==> src/rtl/act_led_pkg.sv <==
// rtl/act_led_pkg.sv - shared types and helpers for the board activity LED block
package act_led_pkg;

    typedef enum logic [1:0] {
        ST_IDLE,
        ST_ON,
        ST_GAP
    } act_state_t;

    function automatic int ms_to_cycles(input int freq, input int ms);
        return (freq / 1000) * ms;
    endfunction

    function automatic int max_int(input int a, input int b);
        return (a > b) ? a : b;
    endfunction

endpackage

==> src/rtl/act_led_channel.sv <==
// rtl/act_led_channel.sv - one monitored line: synchroniser, edge detect, on/gap pulse FSM
module act_led_channel
    import act_led_pkg::*;
#(
    parameter int   ON_CYC         = 5,
    parameter int   GAP_CYC        = 3,
    parameter int   CW             = 3,
    parameter logic IDLE_LEVEL     = 1'b1,
    parameter logic LED_ACTIVE_LOW = 1'b0
) (
    input  logic clk,
    input  logic rst_n,
    input  logic sig_in,
    input  logic direct_mode,
    output logic led
);

    localparam logic [CW-1:0] ON_LOAD  = CW'(ON_CYC - 1);
    localparam logic [CW-1:0] GAP_LOAD = CW'(GAP_CYC - 1);

    logic          sync1_q, sync1_d;
    logic          sync2_q, sync2_d;
    logic          prev_q, prev_d;
    act_state_t    state_q, state_d;
    logic [CW-1:0] cnt_q, cnt_d;
    logic          pend_q, pend_d;
    logic          led_q, led_d;
    logic          evt;
    logic          lit;

    always_comb begin
        sync1_d = sig_in;
        sync2_d = sync1_q;
        prev_d  = sync2_q;
        evt     = (sync2_q != prev_q);
        state_d = state_q;
        cnt_d   = cnt_q;
        pend_d  = pend_q;

        if (direct_mode) begin
            state_d = ST_IDLE;
            cnt_d   = '0;
            pend_d  = 1'b0;
        end else begin
            case (state_q)
                ST_IDLE: begin
                    if (evt) begin
                        state_d = ST_ON;
                        cnt_d   = ON_LOAD;
                    end
                end
                ST_ON: begin
                    // Events during the pulse are remembered, never retrigger it
                    pend_d = pend_q | evt;
                    if (cnt_q == '0) begin
                        state_d = ST_GAP;
                        cnt_d   = GAP_LOAD;
                    end else begin
                        cnt_d = cnt_q - CW'(1);
                    end
                end
                ST_GAP: begin
                    if (cnt_q == '0) begin
                        if (pend_q || evt) begin
                            state_d = ST_ON;
                            cnt_d   = ON_LOAD;
                            pend_d  = 1'b0;
                        end else begin
                            state_d = ST_IDLE;
                        end
                    end else begin
                        cnt_d  = cnt_q - CW'(1);
                        pend_d = pend_q | evt;
                    end
                end
                default: begin
                    state_d = ST_IDLE;
                    cnt_d   = '0;
                    pend_d  = 1'b0;
                end
            endcase
        end

        lit   = direct_mode ? (sync2_q != IDLE_LEVEL) : (state_d == ST_ON);
        led_d = lit ^ LED_ACTIVE_LOW;
    end

    always_ff @(posedge clk or negedge rst_n) begin
        if (!rst_n) begin
            sync1_q <= IDLE_LEVEL;
            sync2_q <= IDLE_LEVEL;
            prev_q  <= IDLE_LEVEL;
            state_q <= ST_IDLE;
            cnt_q   <= '0;
            pend_q  <= 1'b0;
            led_q   <= LED_ACTIVE_LOW;
        end else begin
            sync1_q <= sync1_d;
            sync2_q <= sync2_d;
            prev_q  <= prev_d;
            state_q <= state_d;
            cnt_q   <= cnt_d;
            pend_q  <= pend_d;
            led_q   <= led_d;
        end
    end

    assign led = led_q;

endmodule

==> src/rtl/board_activity_leds.sv <==
// rtl/board_activity_leds.sv - NCH activity LED channels plus optional 1 Hz heartbeat (ACT_LED_HEARTBEAT_EN)
module board_activity_leds
    import act_led_pkg::*;
#(
    parameter int   NCH            = 4,
    parameter int   CLK_FREQ       = 50_000_000,
    parameter int   ON_MS          = 20,
    parameter int   GAP_MS         = 30,
    parameter logic IDLE_LEVEL     = 1'b1,
    parameter logic LED_ACTIVE_LOW = 1'b0
) (
    input  logic           clk,
    input  logic           rst_n,
    input  logic [NCH-1:0] sig_in,
    input  logic           direct_mode,
    output logic [NCH-1:0] led,
    output logic           heartbeat
);

    localparam int ON_CYC  = ms_to_cycles(CLK_FREQ, ON_MS);
    localparam int GAP_CYC = ms_to_cycles(CLK_FREQ, GAP_MS);
    localparam int CW      = $clog2(max_int(ON_CYC, GAP_CYC) + 1);

    for (genvar i = 0; i < NCH; i++) begin : g_ch
        act_led_channel #(
            .ON_CYC        (ON_CYC),
            .GAP_CYC       (GAP_CYC),
            .CW            (CW),
            .IDLE_LEVEL    (IDLE_LEVEL),
            .LED_ACTIVE_LOW(LED_ACTIVE_LOW)
        ) u_ch (
            .clk        (clk),
            .rst_n      (rst_n),
            .sig_in     (sig_in[i]),
            .direct_mode(direct_mode),
            .led        (led[i])
        );
    end

`ifdef ACT_LED_HEARTBEAT_EN
    localparam int HB_HALF = CLK_FREQ / 2;
    localparam int HW      = $clog2(HB_HALF + 1);

    logic [HW-1:0] hb_cnt_q, hb_cnt_d;
    logic          hb_q, hb_d;

    always_comb begin
        hb_cnt_d = hb_cnt_q + HW'(1);
        hb_d     = hb_q;
        if (hb_cnt_q == HW'(HB_HALF - 1)) begin
            hb_cnt_d = '0;
            hb_d     = ~hb_q;
        end
    end

    always_ff @(posedge clk or negedge rst_n) begin
        if (!rst_n) begin
            hb_cnt_q <= '0;
            hb_q     <= 1'b0;
        end else begin
            hb_cnt_q <= hb_cnt_d;
            hb_q     <= hb_d;
        end
    end

    assign heartbeat = hb_q;
`else
    assign heartbeat = 1'b0;
`endif

endmodule
==> config.mk <==
export PLATFORM = sky130hd
export DESIGN_NAME = board_activity_leds
export DESIGN_NICKNAME = d
export VERILOG_FILES = /design/src/rtl/act_led_pkg.sv /design/src/rtl/act_led_channel.sv /design/src/rtl/board_activity_leds.sv
export SDC_FILE = /design/constraint.sdc
export NUM_CORES = 1
export LEC_CHECK = 0
export ABC_AREA = 1
export CAP_MARGIN = 20
export CORE_ASPECT_RATIO = 2
export CORE_MARGIN = 5
export CORE_UTILIZATION = 46
export DETAILED_ROUTE_END_ITERATION = 8
export HOLD_SLACK_MARGIN = 0.12
export PLACE_DENSITY = 0.65
export SYNTH_ARGS = -nofsm -noshare
export SYNTH_HDL_FRONTEND = slang
export SYNTH_SLANG_ARGS = --single-unit
export TNS_END_PERCENT = 30
==> constraint.sdc <==
create_clock -name clk -period 1.8 [get_ports clk]
set_clock_uncertainty 0.15 [all_clocks]
set_input_delay 0.45 -clock clk [delete_from_list [all_inputs] [get_ports clk]]
set_output_delay 0.45 -clock clk [all_outputs]
set_load 0.05 [all_outputs]
==> flow_metrics.env <==
export IMPL_cts_tree="built"
export IMPL_outcome="complete, but fails checks"
export IMPL_antenna_found_initial=0
export IMPL_vias=8823
export IMPL_io_pins=12
export IMPL_peakVddDrop_v=0.000490
export IMPL_switching_power_mw=3.53
export IMPL_criticalPathCategory="register to register"
export IMPL_syn_cell_area_um2=8030
export IMPL_fin_crit_sh_pct=103
export IMPL_grt_pass1_wl_um=39400
export IMPL_final_common_cell="nand2_1"
export IMPL_first_pass_iters=4
export IMPL_fin_area_um2=11600
export IMPL_max_clock_freq_mhz=538
export IMPL_p_leak_nw=6.09
export IMPL_clk_latency_ns=0.36
export IMPL_synth_seq_cells=112
export IMPL_crit_fanout=2
export IMPL_slew_violations=0
export IMPL_vias_per_cell=5.27
export IMPL_clock_tree_buffer_depth=2
export IMPL_grt_overflow=0
export IMPL_clock_sinks=112
export IMPL_drive_gt1_share_pct=37.6
export IMPL_die_h_um=197
export IMPL_violations="setup timing"
export IMPL_stdcell_count=1675
export IMPL_seqPwrFrac_pct=32.6
export IMPL_area_growth_pct=44.8
export IMPL_netlist_top_cells_area="dfrtp_1 (31%), nand2_1 (17%), nand3_1 (8.4%)"
export IMPL_p_int_mw=5.49
export IMPL_synth_top_family_by_area="simple AND/OR/NAND/NOR gates"
export IMPL_antenna_cells=0
export IMPL_placementRows=68
export IMPL_fin_util_pct=67.4
export IMPL_p_comb_share_pct=44.2
export IMPL_cp_data_arrival_time_ns=1.96
export IMPL_yosysWarningCount=0
export IMPL_yosys_area_share_simple_pct=40.1
export IMPL_die_w_um=103
export IMPL_postPlaceCellArea_um2=10100
export IMPL_clkSlewWorstSetupHoldPaths_ns=0.09
export IMPL_timing_max_cap_violations=0
export IMPL_hold_class="register to register"
export IMPL_wire_per_inst_um=15.0
export IMPL_synth_compound_area_share_pct=9.76
export IMPL_grt_max_degree=50
export IMPL_final_cell_mix="nand2_1 (299), buf_4 (231), inv_1 (129)"
export IMPL_clkPwrFrac_pct=23.2
export IMPL_grt_pass1_vias=8700
export IMPL_muxShareOfSynthArea_pct=0
export IMPL_synth_xor_area_share_pct=1.96
export IMPL_die_area_um2=20400
export IMPL_synth_fp_nets=1229
export IMPL_required_ns=1.90
export IMPL_cp_start_kind="register"
export IMPL_yosysTopAreaCell="dfrtp_1"
export IMPL_numCtsBuffers=9
export IMPL_fin_crit_ns=1.86
export IMPL_yosysTopAreaCellShare_pct=31.1
export IMPL_initial_core_util_pct=46.5
export IMPL_p_sw_share_pct=39.1
export IMPL_root_buffer="clkbuf_16"
export IMPL_nNetsFinal=1491
export IMPL_netlist_instances=1198
export IMPL_rsz0062_at_grt="yes"
export IMPL_ys_flop_type="dfrtp_1"
export IMPL_setup_tns_ns=-0.543
export IMPL_syn_avg_cell_area_um2=6.71
export IMPL_core_um2=17300
export IMPL_grt_usage_pct=24.3
export IMPL_final_antenna_net_count=0
export IMPL_ys_types=32
export IMPL_p_per_area_nw_per_um2=776
export IMPL_dp_slack_ns=-0.519
export IMPL_async_flop_share_pct=100
export IMPL_cts_max_level=3
export IMPL_first_iter_violations=310
export IMPL_synth_edf_count=0
export IMPL_fin_ws_ns=-0.0601
export IMPL_setup_viol=26
export IMPL_wirelength_um=25200
export IMPL_dpl_hpwl_um=18100
export IMPL_ys_seq_area_share_pct=35.1
export IMPL_hold_violations=0
export IMPL_synth_adder_area_share_pct=3.74
export IMPL_gp_congestion=0.946
export IMPL_endpoint_kind="register"
export IMPL_reg2reg_slack_ns=-0.06
export IMPL_dp_cells=1630
export IMPL_drc_errors=0
export IMPL_port_buffer_count=10
## power groups by stage
stage | Clock, mW | Sequential, mW | Combinational (mW)
2_1_floorplan | 0 | 3.00 | 1.78
3_3_place_gp | 0 | 2.96 | 3.24
3_5_place_dp | 0 | 2.97 | 3.29
4_1_cts | 2.15 | 2.93 | 3.47
5_1_grt | 2.22 | 2.97 | 4.38
6_report | 2.09 | 2.94 | 3.99
## worst max-delay path, cell delays in order, from the launching register on
cell and delay [ns]:
dfrtp_1 0.41, nor2_2 0.16, buf_4 0.12, buf_4 0.10
nand2_1 0.06, nor2_1 0.09, nand4_1 0.14, o21ai_0 0.22
nand2_1 0.12, nand3_1 0.11, nand2_1 0.08
## routing by layer
metal	vias to the layer above	wire length [um]	track usage, %
met2	262	13700	44.8
met5	-	0	0
li1	4351	-	-
met4	0	1760	14.8
met1	4095	8990	25.5
met3	115	794	2.27
## path summary, 6_finish.rpt
check / start / cells after the start / end
min in group asynchronous: rst_n / 2 / g_ch[2].u_ch.cnt_q[6]
worst max-delay path: g_ch[2].u_ch.cnt_q[15] / 10 / g_ch[2].u_ch.led
worst min-delay path: g_ch[2].u_ch.sync1_q / 0 / g_ch[2].u_ch.prev_d
max in group asynchronous: rst_n / 3 / g_ch[3].u_ch.prev_q
worst max register to register: g_ch[2].u_ch.cnt_q[15] / 10 / g_ch[2].u_ch.led
worst min register to register: g_ch[2].u_ch.sync1_q / 0 / g_ch[2].u_ch.prev_d
## timing repair
action                                 4_1_cts  5_1_grt
cloned                                       0        3
endpoints found under the hold margin       83        0
setup endpoints to repair                   96       97
hold buffers                                 1        0
buffers inserted                             6       20
pin swaps                                   12       64
gates resized for setup                     90      222
## cell families (layout without fill, tap and decap cells)
logic type | after synthesis | after routing
adder cells (fa/ha/maj) | 24 | 24
XOR/XNOR | 18 | 18
flip-flops | 112 | 112
AND/OR/NAND/NOR | 718 | 720
other | 1 | 1
AO/OA/AOI/OAI | 144 | 144
buffers and inverters | 181 | 446
## Yosys cell counts, types with 5 or more instances
master	n
xor2_1	12
o21ai_1	11
buf_2	6
nand3_2	5
inv_2	6
o21ai_0	66
o21ai_2	15
dfrtp_1	100
clkbuf_1	7
nor2_2	17
nand2_1	355
nand3_1	135
nor2_4	8
dfstp_2	12
nand2_4	8
inv_1	151
ha_1	24
a21oi_1	47
nor2_1	150
buf_4	7
nand3_4	5
xnor2_1	6
nand3b_1	8
nand4_1	18
## flip-flops by register name, indices dropped and copies added, names as in the netlist
name               count
g_ch.u_ch.state_q      8
g_ch.u_ch.prev_q       4
g_ch.u_ch.led          4
g_ch.u_ch.prev_d       4
g_ch.u_ch.sync1_q      4
g_ch.u_ch.cnt_q       84
g_ch.u_ch.pend_q       4
## area by class of cell
cell class	instances	area, um2
clock buffer	9	225
inverter	157	609
timing repair inverter	1	6.26
clock inverter	7	68.8
fill	1414	5640
tap	210	263
multi-input combinational	907	5360
timing repair buffer	272	2280
sequential	112	2820
## metrics by stage
| step | power [mW] | hold WS [ns] |
|---|---|---|
| 2_1_floorplan | 4.78 | 0.00441 |
| 3_5_place_dp | 6.25 | 0.176 |
| 4_1_cts | 8.55 | 0.203 |
| 3_3_place_gp | 6.20 | 0.178 |
| 6_report | 9.02 | 0.205 |
| 5_1_grt | 9.57 | 0.219 |
Note: power is estimated with default switching activity, not from simulation.
